**src/rtl/rglib_rotate_mon_pkg.sv**
```systemverilog
// Shared types and constants for the rotate-datapath stream monitor.
package rglib_rotate_mon_pkg;

   // Widest counter / latency a monitor instance may be configured with.
   // Per-channel stats travel in fixed-width fields. A channel zero-extends
   // its values into these fields and the readout truncates them back.
   localparam int CNT_W_MAX = 64;
   localparam int LAT_W_MAX = 32;

   // Error-bit positions in the err vectors.
   localparam int ERR_UNDERFLOW = 0;
   localparam int ERR_OVERFLOW  = 1;
   localparam int ERR_RETRACT   = 2;
   localparam int ERR_W         = 3;

   // lat_min value meaning "no latency recorded yet".
   localparam logic [LAT_W_MAX-1:0] LAT_NONE_MIN = '1;

   typedef struct packed {
      logic [CNT_W_MAX-1:0] in_cnt;
      logic [CNT_W_MAX-1:0] out_cnt;
      logic [LAT_W_MAX-1:0] lat_min;
      logic [LAT_W_MAX-1:0] lat_max;
      logic [LAT_W_MAX-1:0] lat_last;
   } ch_stats_t;

endpackage

```
**src/rtl/rglib_rotate_mon_ch.sv**
```systemverilog
// One monitored channel: timestamp FIFO, handshake counters, latency stats
// and sticky protocol-error bits.
module rglib_rotate_mon_ch
   import rglib_rotate_mon_pkg::*;
#(
   parameter int DEPTH = 8,
   parameter int CNT_W = 32,
   parameter int LAT_W = 16,
   localparam int OUT_W = $clog2(DEPTH) + 1
) (
   input  logic             clk,
   input  logic             reset,
   input  logic             clear,
   input  logic             in_valid,
   input  logic             in_ready,
   input  logic             out_valid,
   input  logic             out_ready,
   input  logic [LAT_W-1:0] ts_now,
   output ch_stats_t        stats,
   output logic [OUT_W-1:0] outstanding,
   output logic [ERR_W-1:0] err
);

   localparam int AW = (DEPTH > 1) ? $clog2(DEPTH) : 1;

   logic [LAT_W-1:0] mem [DEPTH];
   logic [AW-1:0]    wr_ptr;
   logic [AW-1:0]    rd_ptr;
   logic [OUT_W-1:0] count_q;
   logic [CNT_W-1:0] in_cnt_q;
   logic [CNT_W-1:0] out_cnt_q;
   logic [LAT_W-1:0] lat_min_q;
   logic [LAT_W-1:0] lat_max_q;
   logic [LAT_W-1:0] lat_last_q;
   logic [ERR_W-1:0] err_q;
   logic             stall_q;

   logic             in_hs;
   logic             out_hs;
   logic             push;
   logic             pop;
   logic [LAT_W-1:0] lat;

   // Handshake decode and push/pop arbitration against the pre-cycle fill level.
   always_comb begin
      // NOTE: every output of a combinational block gets a default first, so no path leaves it unassigned and no latch is inferred.
      in_hs  = in_valid & in_ready;
      out_hs = out_valid & out_ready;
      pop    = 1'b0;
      push   = 1'b0;
      lat    = ts_now - mem[rd_ptr];
      if (out_hs && (count_q != '0)) pop = 1'b1;
      if (in_hs && ((count_q < OUT_W'(DEPTH)) || pop)) push = 1'b1;
   end

   // Timestamp storage; push-time values only.
   always_ff @(posedge clk) begin
      // NOTE: storage array has no reset; pointers and count define which entries are live.
      if (push) mem[wr_ptr] <= ts_now;
   end

   // FIFO control, counters, latency stats and sticky errors.
   always_ff @(posedge clk) begin
      // NOTE: sequential state uses non-blocking assignments so every register samples pre-edge values.
      if (reset) begin
         wr_ptr     <= '0;
         rd_ptr     <= '0;
         count_q    <= '0;
         in_cnt_q   <= '0;
         out_cnt_q  <= '0;
         lat_min_q  <= LAT_NONE_MIN[LAT_W-1:0];
         lat_max_q  <= '0;
         lat_last_q <= '0;
         err_q      <= '0;
         stall_q    <= 1'b0;
      end else begin
         if (push) wr_ptr <= (wr_ptr == AW'(DEPTH - 1)) ? '0 : wr_ptr + AW'(1);
         if (pop)  rd_ptr <= (rd_ptr == AW'(DEPTH - 1)) ? '0 : rd_ptr + AW'(1);
         case ({push, pop})
            2'b10:   count_q <= count_q + OUT_W'(1);
            2'b01:   count_q <= count_q - OUT_W'(1);
            default: count_q <= count_q;
         endcase

         if (out_hs && !pop)        err_q[ERR_UNDERFLOW] <= 1'b1;
         if (in_hs && !push)        err_q[ERR_OVERFLOW]  <= 1'b1;
         if (stall_q && !out_valid) err_q[ERR_RETRACT]   <= 1'b1;
         stall_q <= out_valid & ~out_ready;

         if (clear) begin
            in_cnt_q   <= '0;
            out_cnt_q  <= '0;
            lat_min_q  <= LAT_NONE_MIN[LAT_W-1:0];
            lat_max_q  <= '0;
            lat_last_q <= '0;
         end else begin
            if (in_hs && (in_cnt_q != '1))   in_cnt_q  <= in_cnt_q + CNT_W'(1);
            if (out_hs && (out_cnt_q != '1)) out_cnt_q <= out_cnt_q + CNT_W'(1);
            if (pop) begin
               lat_last_q <= lat;
               if (lat < lat_min_q) lat_min_q <= lat;
               if (lat > lat_max_q) lat_max_q <= lat;
            end
         end
      end
   end

   // Pack stats into the shared wide record.
   always_comb begin
      stats          = '0;
      stats.in_cnt   = CNT_W_MAX'(in_cnt_q);
      stats.out_cnt  = CNT_W_MAX'(out_cnt_q);
      stats.lat_min  = LAT_W_MAX'(lat_min_q);
      stats.lat_max  = LAT_W_MAX'(lat_max_q);
      stats.lat_last = LAT_W_MAX'(lat_last_q);
   end

   assign outstanding = count_q;
   assign err         = err_q;

endmodule

```
**src/rtl/rglib_rotate_stream_monitor.sv**
```systemverilog
// Multi-channel handshake monitor: shared timestamp, reset-activity capture,
// error OR and registered channel-select readout.
module rglib_rotate_stream_monitor
   import rglib_rotate_mon_pkg::*;
#(
   parameter int NUM_CH = 4,
   parameter int DEPTH  = 8,
   parameter int CNT_W  = 32,
   parameter int LAT_W  = 16,
   localparam int SEL_W = (NUM_CH > 1) ? $clog2(NUM_CH) : 1,
   localparam int OUT_W = $clog2(DEPTH) + 1
) (
   input  logic              clk,
   input  logic              reset,
   input  logic              clear,
   input  logic [NUM_CH-1:0] in_valid,
   input  logic [NUM_CH-1:0] in_ready,
   input  logic [NUM_CH-1:0] out_valid,
   input  logic [NUM_CH-1:0] out_ready,
   input  logic [SEL_W-1:0]  ch_sel,
   output logic [CNT_W-1:0]  in_cnt,
   output logic [CNT_W-1:0]  out_cnt,
   output logic [OUT_W-1:0]  outstanding,
   output logic [LAT_W-1:0]  lat_min,
   output logic [LAT_W-1:0]  lat_max,
   output logic [LAT_W-1:0]  lat_last,
   output logic [ERR_W-1:0]  err,
   output logic [1:0]        rst_activity
);

   logic [LAT_W-1:0] ts_q;
   logic             reset_q;

   ch_stats_t        stats_arr [NUM_CH];
   logic [OUT_W-1:0] outst_arr [NUM_CH];
   logic [ERR_W-1:0] err_arr   [NUM_CH];

   ch_stats_t        sel_stats;
   logic [OUT_W-1:0] sel_outst;
   logic [ERR_W-1:0] err_any;
   logic             unused_sel_bits;

   for (genvar g = 0; g < NUM_CH; g++) begin : g_ch
      rglib_rotate_mon_ch #(
         .DEPTH (DEPTH),
         .CNT_W (CNT_W),
         .LAT_W (LAT_W)
      ) u_ch (
         .clk         (clk),
         .reset       (reset),
         .clear       (clear),
         .in_valid    (in_valid[g]),
         .in_ready    (in_ready[g]),
         .out_valid   (out_valid[g]),
         .out_ready   (out_ready[g]),
         .ts_now      (ts_q),
         .stats       (stats_arr[g]),
         .outstanding (outst_arr[g]),
         .err         (err_arr[g])
      );
   end

   // Free-running timestamp; latencies are taken modulo 2^LAT_W.
   always_ff @(posedge clk) begin
      if (reset) ts_q <= '0;
      else       ts_q <= ts_q + LAT_W'(1);
   end

   // Valid activity seen while in reset; restarts on each reset's first cycle.
   always_ff @(posedge clk) begin
      reset_q <= reset;
      if (reset) begin
         if (!reset_q) rst_activity <= {|out_valid, |in_valid};
         else          rst_activity <= rst_activity | {|out_valid, |in_valid};
      end
   end

   // Channel select (out-of-range selects channel 0) and error OR.
   always_comb begin
      sel_stats = stats_arr[0];
      sel_outst = outst_arr[0];
      err_any   = '0;
      for (int i = 0; i < NUM_CH; i++) begin
         if (ch_sel == SEL_W'(i)) begin
            sel_stats = stats_arr[i];
            sel_outst = outst_arr[i];
         end
         err_any = err_any | err_arr[i];
      end
   end

   // Field bits above the configured widths are always zero.
   assign unused_sel_bits = ^sel_stats;

   // Registered readout; resets to the channel-0 reset values.
   always_ff @(posedge clk) begin
      if (reset) begin
         in_cnt      <= '0;
         out_cnt     <= '0;
         outstanding <= '0;
         lat_min     <= LAT_NONE_MIN[LAT_W-1:0];
         lat_max     <= '0;
         lat_last    <= '0;
         err         <= '0;
      end else begin
         in_cnt      <= sel_stats.in_cnt[CNT_W-1:0];
         out_cnt     <= sel_stats.out_cnt[CNT_W-1:0];
         outstanding <= sel_outst;
         lat_min     <= sel_stats.lat_min[LAT_W-1:0];
         lat_max     <= sel_stats.lat_max[LAT_W-1:0];
         lat_last    <= sel_stats.lat_last[LAT_W-1:0];
         err         <= err_any;
      end
   end

endmodule

```
**config.mk**
```make
export PLATFORM = sky130hd
export DESIGN_NAME = rglib_rotate_stream_monitor
export DESIGN_NICKNAME = d
export VERILOG_FILES = /design/src/rtl/rglib_rotate_mon_pkg.sv /design/src/rtl/rglib_rotate_mon_ch.sv /design/src/rtl/rglib_rotate_stream_monitor.sv
export SDC_FILE = /design/constraint.sdc
export NUM_CORES = 2
export LEC_CHECK = 0
export CAP_MARGIN = 20
export CORE_MARGIN = 2
export CORE_UTILIZATION = 40
export CTS_CLUSTER_DIAMETER = 60
export DETAILED_ROUTE_END_ITERATION = 7
export SETUP_SLACK_MARGIN = 0.02
export SYNTH_ARGS = -nofsm -noshare
export SYNTH_HDL_FRONTEND = slang
export SYNTH_SLANG_ARGS = --single-unit
```
**constraint.sdc**
```tcl
create_clock -name clk -period 5.85 [get_ports clk]
set_clock_uncertainty 0.2 [all_clocks]
set_input_delay 1.755 -clock clk [delete_from_list [all_inputs] [get_ports clk]]
set_output_delay 1.755 -clock clk [all_outputs]
set_load 0.05 [all_outputs]
```
### Word-level counts from Yosys, hierarchy flattened

Memories as Yosys holds them, arrays and structs flattened. A register that Yosys moved wholly into a read port is not among the register bits.
Index checks and enable logic that the tools add are counted.

| storage, ports and cells | value |
|---|---|
| flip-flop bits (word level) | 642 |
| bits in writable memories | 512 |
| input bits | 21 |
| output and inout bits | 121 |
| word-level logic and storage cells | 256 |
| memories | 4 |

Memories:

| memory | words | width | rd ports | clocked after Yosys merged registers in | wr ports | line | source |
|---|---|---|---|---|---|---|---|
| g_ch[0].u_ch.mem | 8 | 16 | 1 | 1 | 1 | rglib_rotate_mon_ch.sv:26 | `logic [LAT_W-1:0] mem [DEPTH];` |
| g_ch[1].u_ch.mem | 8 | 16 | 1 | 1 | 1 | rglib_rotate_mon_ch.sv:26 |  |
| g_ch[2].u_ch.mem | 8 | 16 | 1 | 1 | 1 | rglib_rotate_mon_ch.sv:26 |  |
| g_ch[3].u_ch.mem | 8 | 16 | 1 | 1 | 1 | rglib_rotate_mon_ch.sv:26 |  |

| operators by class | value |
|---|---|
| add/subtract/negate cells | 29 |
| magnitude comparators | 12 |
| equality and inequality tests | 27 |
| mux-type cells | 43 |
| bitwise operators | 20 |
| reductions and logical operators | 63 |

Operators by type and width:

| kind | count |
|---|---|
| 192-bit 2-to-1 mux | 3 |
| 32-bit by 1-bit adder with 32-bit output (second input constant) | 8 |
| 32-bit inequality test (second input constant) | 8 |
| 16-bit greater-than comparator | 4 |
| 16-bit < comparator | 4 |
| 16-bit subtractor | 4 |
| 3-bit 2-to-1 mux | 16 |
| 4-bit case mux with 2 select lines | 4 |
| 1-bit logical AND | 28 |
| 3-bit by 1-bit adder with 3-bit output (second input constant) | 8 |
| 3-bit == test (second input constant) | 8 |
| 16-bit by 1-bit adder with 16-bit output (second input constant) | 1 |
| 4-bit by 1-bit adder with 4-bit output (second input constant) | 4 |
| 4-bit < comparator (second input constant) | 4 |
| 1-bit 2-to-1 mux | 16 |
| 2-bit AND reduction | 8 |
| 4-bit nonzero test | 4 |
| 4-bit by 1-bit subtractor with 4-bit output (second input constant) | 4 |
| 1-bit AND | 12 |
| 2-bit == test (second input constant) | 6 |
| 1-bit zero test | 12 |
| 4-bit 2-to-1 mux | 3 |
| 2-bit by 1-bit == test with 1-bit output (second input constant) | 5 |
| 3-bit OR | 3 |
| 7 further kinds | 17 |

### Logic depth before layout (Yosys ltp)

| depth | value |
|---|---|
| word-level depth | 8 |
| gate-level depth with buffers | 23 |

### By module

A second synthesis with hierarchy kept.

| unflattened totals | value |
|---|---|
| cell total of the unflattened synthesis | 4,960 |
| area, all modules | 56,761.9 um^2 |

By module, submodules not included:

| module | instances | cells an instance | area each (um^2) |
|---|---|---|---|
| rglib_rotate_mon_ch at g_ch[0].u_ch ... | 2 | 1,109 | 12,394.4 |
| rglib_rotate_mon_ch at g_ch[3].u_ch | 1 | 1,150 | 12,744.7 |
| rglib_rotate_mon_ch at g_ch[1].u_ch | 1 | 1,107 | 12,462.0 |
| rglib_rotate_stream_monitor | 1 | 485 | 6,766.5 |

### Worst setup path after synthesis

Ideal clock, no wire load.

| path | value |
|---|---|
| path kind | flip-flop to flip-flop |
| from | reg (tool-made name) |
| to | reg g_ch[0].u_ch.lat_min_q[10] |
| arrival | 5,346 ps |
| setup slack | 174 ps |
| stages on the path, launching flop included | 23 |
| period minus slack after synthesis | 5,676 ps |
| cells stage by stage | dfxtp_1 clkbuf_1 buf_1 mux4_2 mux2_2 ha_1 inv_1 fa_1 a211oi_1 o21ai_0 a41o_1 a2111oi_0 nor2_1 xnor2_1 inv_1 ha_1 o21ai_0 nand2_1 o211ai_1 o311ai_1 buf_2 mux2i_1 nand2_1 |

RTL lines:

| item | line | source |
|---|---|---|
| to (signal assigned) | rglib_rotate_mon_ch.sv:71 | `lat_min_q <= LAT_NONE_MIN[LAT_W-1:0];` |
| to (signal assigned) | rglib_rotate_mon_ch.sv:93 | `lat_min_q <= LAT_NONE_MIN[LAT_W-1:0];` |
| to (signal assigned) | rglib_rotate_mon_ch.sv:101 | `if (lat < lat_min_q) lat_min_q <= lat;` |
| to (decl) | rglib_rotate_mon_ch.sv:32 | `logic [LAT_W-1:0] lat_min_q;` |

==> results.toml <==
[timing]
finalSetupViolCount = 0
max_slew_margin_pct = 27.5
period_needed_ns = 5.48
tightest_slew_ns = 1.08
fin_crit_sh_pct = 93.7
final-hold-violation-count = 0
rsz0062_at_grt = "false"
fmax_mhz = 183
finalSetupTns_ns = 0
layout_setup_ws_ns = 0.371
maxSlewViolCount = 0

[clock_network]
root_buffer = "clkbuf_16"
cts_tree = "yes"
numCtsBuffers = 130
clock_path_buffers = 3
cts.reportedPaths.clkPinSlew_ns = 0.06
clk_latency_ns = 0.76
ctsHoldBuffers = 0
h-tree-depth = 4
clock_sinks = 1166

[routing]
wl_met1_um = 65400
ant_nets = 0
drt_iter0_drc = 3461
met2_length_um = 65500
dr_wl_met3_um = 8970
firstDrtPassIters = 5
wire_per_inst_um = 21.7
highest_layer = "met5"
routed-via-count = 36500
via_per_inst = 5.48
drt-total-wl_um = 144000
drc_errors = 0

[placed_design]
portBuffers = 141
gp_congestion = 0.921
dp_hpwl_um = 102000
dp_slack_ns = 0.164
dpl-instance-area_um2 = 57800

[logic_synthesis]
synth.avg_cell_area_um2 = 11.7
synth_seq_cells = 1166
synth_flop_cell = "dfxtp_1"
synth_seq_area_share_pct = 53.5
yosysUniqueCellTypes = 84
synth_edf_count = 514
syn_inst = 4533
synth.net_count = 4784
synth_area_um2 = 53200
ys_warn_count = 0
async_flop_share_pct = 0

[setup_path]
cpLargestDelayFamily = "compound AO/OA/AOI/OAI gates"
arrival_ns = 5.90
crit_slowest_cell = "dfxtp_1"
path_class = "reg2reg"
critPathCaptureType = "flop"
rrSetupSlack_ns = 0.37
critical-path-max-stage-delay_ns = 0.76
r2r-end = "g_ch[2].u_ch.lat_max_q[1]"
reg2reg_depth = 20
crit_fanout = 22
critPathBufInv = 3
critPathRequiredTime_ns = 6.27
cp-endpoint = "g_ch[2].u_ch.lat_max_q[1]"
worst-path-stages = 20
cp-start-kind = "flop"
crit_top_cell = "o21ai_0"
critical_path.cell_chain = "mux4_2, mux2_2, ha_1, inv_1, fa_1, a211oi_1, o21ai_0, a21oi_1, nor4bb_1, o21ai_0, o31ai_1, inv_1, ha_1, nand4_1, nor2_1, o21ai_0, a31oi_2, buf_4, mux2i_1, nor2_1"

[global_routing]
grt-ovfl-total = 0
grt_antenna_before_repair = 8
grt_usage_pct = 21.1
grt_pass1_vias = 35000
grt_pass1_wl_um = 219000
grt_max_degree = 162

[floorplanning]
chipWidth_um = 369
dieArea_um2 = 136000
core.rowCount = 133
coreArea_um2 = 132000
ios = 142
die_h_um = 369
initial_core_util_pct = 40.4

[power_and_ir_drop]
combinationalPowerShare_pct = 9.0
leakage_nw = 22.4
power.switching_mw = 4.44
vdd_drop_max_v = 0.000206
seqPwrFrac_pct = 46.7
intPower_mw = 14.1
power_density_nw_per_um2 = 298
pwr-share-clk_pct = 44.3
sw_frac_of_total_pct = 24.0

[cells_and_area]
fillers = 11900
layout-drive-gt1-share_pct = 14.7
area_growth_syn_to_layout_pct = 16.6
design_area_um2 = 62100
fin_nets = 5042

[outcome]
status = "complete, no violations"

[hold_path]
hold_path_depth = 2
timing.hold.worst.class = "reg2reg"

[job]
cap_violations = 0
[worst reg2reg max path: stages (launching register included)]
cell and delay (ns):
dfxtp_1 0.76, mux4_2 0.41, mux2_2 0.28, ha_1 0.20, inv_1 0.07, fa_1 0.24
a211oi_1 0.11, o21ai_0 0.35, a21oi_1 0.19, nor4bb_1 0.44, o21ai_0 0.17, o31ai_1 0.15
inv_1 0.15, ha_1 0.32, nand4_1 0.17, nor2_1 0.20, o21ai_0 0.16, a31oi_2 0.15
buf_4 0.34, mux2i_1 0.24, nor2_1 0.06
[cell usage after synthesis (18+ instances only)]
master,number,share of area [%]
dfxtp_1,652,25
edfxtp_1,514,29
nor2_1,485,3.4
nand2_1,326,2.3
mux4_2,244,10
ha_1,222,5.2
a21oi_1,221,2.1
inv_1,202,1.4
xor2_1,174,2.9
clkbuf_1,160,1.1
nand3_1,136,1.3
nor2b_1,124,1.5
mux2i_1,119,2.2
xnor2_1,116,1.9
nand4_1,98,1.2
o21ai_0,93,0.87
nor3_1,70,0.66
and3_1,53,0.62
and4_1,43,0.71
o211ai_1,41,0.58
a211oi_1,39,0.55
or3_1,35,0.41
a21o_1,34,0.48
nor4_1,28,0.33
and2_1,26,0.31
or2_2,26,0.31
o31ai_1,20,0.28
buf_2,19,0.18
a31oi_1,18,0.21
[final cells by class]
type                       instances  area, µm²  area share, %
antenna                            5       12.5         0.0201
clock buffer                     189       3850           6.20
clock inverter                    43        440          0.709
inverter                         203        762           1.23
multi-input combinational       2968      23400           37.7
sequential                      1166      28500           45.9
tap                             1755       2200           3.54
timing repair buffer             322       2910           4.68
[registers in the layout, indices dropped and copies added (netlist names), 32 cells and up, named ones only]
| name | cells |
|---|---|
| g_ch.u_ch.lat_min_q | 64 |
| g_ch.u_ch.out_cnt_q | 128 |
| in_cnt | 32 |
| g_ch.u_ch.mem | 512 |
| g_ch.u_ch.in_cnt_q | 128 |
| g_ch.u_ch.lat_max_q | 64 |
| g_ch.u_ch.lat_last_q | 64 |
| out_cnt | 32 |
[worst min path at each step]
stage	start	to	slack (ns)
2_1_floorplan	g_ch[2].u_ch.lat_last_q[12]	g_ch[2].u_ch.lat_last_q[12]	0.23
5_1_grt	g_ch[3].u_ch.lat_last_q[6]	g_ch[3].u_ch.lat_last_q[6]	0.27
6_report	g_ch[3].u_ch.lat_last_q[6]	g_ch[3].u_ch.lat_last_q[6]	0.26
4_1_cts	g_ch[3].u_ch.lat_last_q[6]	g_ch[3].u_ch.lat_last_q[6]	0.25
3_5_place_dp	g_ch[3].u_ch.lat_last_q[6]	g_ch[3].u_ch.lat_last_q[6]	0.24
3_3_place_gp	g_ch[0].u_ch.stall_q	g_ch[0].u_ch.err[2]	0.24
[routing by layer]
layer	vias to the layer above	GRT usage, %
li1	17100	-
met1	18100	29.8
met2	1089	32.9
met3	231	3.16
met4	2	7.57
met5	-	0
[timing repair]
item / CTS / global route
gates resized for setup: 0 / 11
buffers inserted: 0 / 1
endpoints found under the hold margin: 0 / 0
setup endpoints to repair: 0 / 80
[power by group through the flow]
stage	Combinational, mW	Sequential, mW	Clock, mW
2_1_floorplan	1.05	8.82	0
3_3_place_gp	1.63	8.83	0
3_5_place_dp	1.64	8.83	0
4_1_cts	1.65	8.66	8.38
5_1_grt	1.82	8.66	8.70
6_report	1.67	8.66	8.21
[cell usage in the layout, fill, tap and decap left out, drive strengths merged, types with 15 or more instances in the layout]
master / synthesis / final
or2: 26 / 26
dfxtp: 652 / 652
a21o: 34 / 34
a211oi: 39 / 39
nand3: 137 / 137
and3: 54 / 54
nor3: 76 / 76
or3: 36 / 36
xor2: 174 / 174
nand2: 326 / 326
o31ai: 20 / 20
mux4: 244 / 244
a31oi: 19 / 19
xnor2: 116 / 116
mux2i: 119 / 119
ha: 222 / 222
nor3b: 15 / 15
and2: 27 / 27
clkbuf: 161 / 190
a21oi: 222 / 222
and4: 44 / 44
nor2: 485 / 485
clkdlybuf4s50: 0 / 138
nor2b: 124 / 124
o21ai: 94 / 94
edfxtp: 514 / 514
nor4: 34 / 34
o21a: 16 / 16
buf: 35 / 183
nand4: 98 / 98
inv: 202 / 214
clkinv: 1 / 23
o211ai: 41 / 41
[cell families after synthesis]
kind of cell,Yosys count,synth area share [%]
and+or+nand+nor,1518,14.0
DFF,1166,53.5
AOI/OAI and AO/OA,562,6.63
buffers and inverters,399,2.87
muxes,368,12.7
xor gates and xnor gates,290,4.77
adders and majority gates,230,5.52
[per-stage QoR]
step	util [%]	cells	hold slack, ns	power [mW]
floorplan	-	4533	0.233	9.86
global route	47.1	6646	0.269	19.2
global placement	43.8	6412	0.238	10.5
CTS	47.1	6644	0.253	18.7
finish	47.1	6651	0.256	18.5
detailed placement	43.8	6412	0.244	10.5
Note: power is estimated with default switching activity, not from simulation.
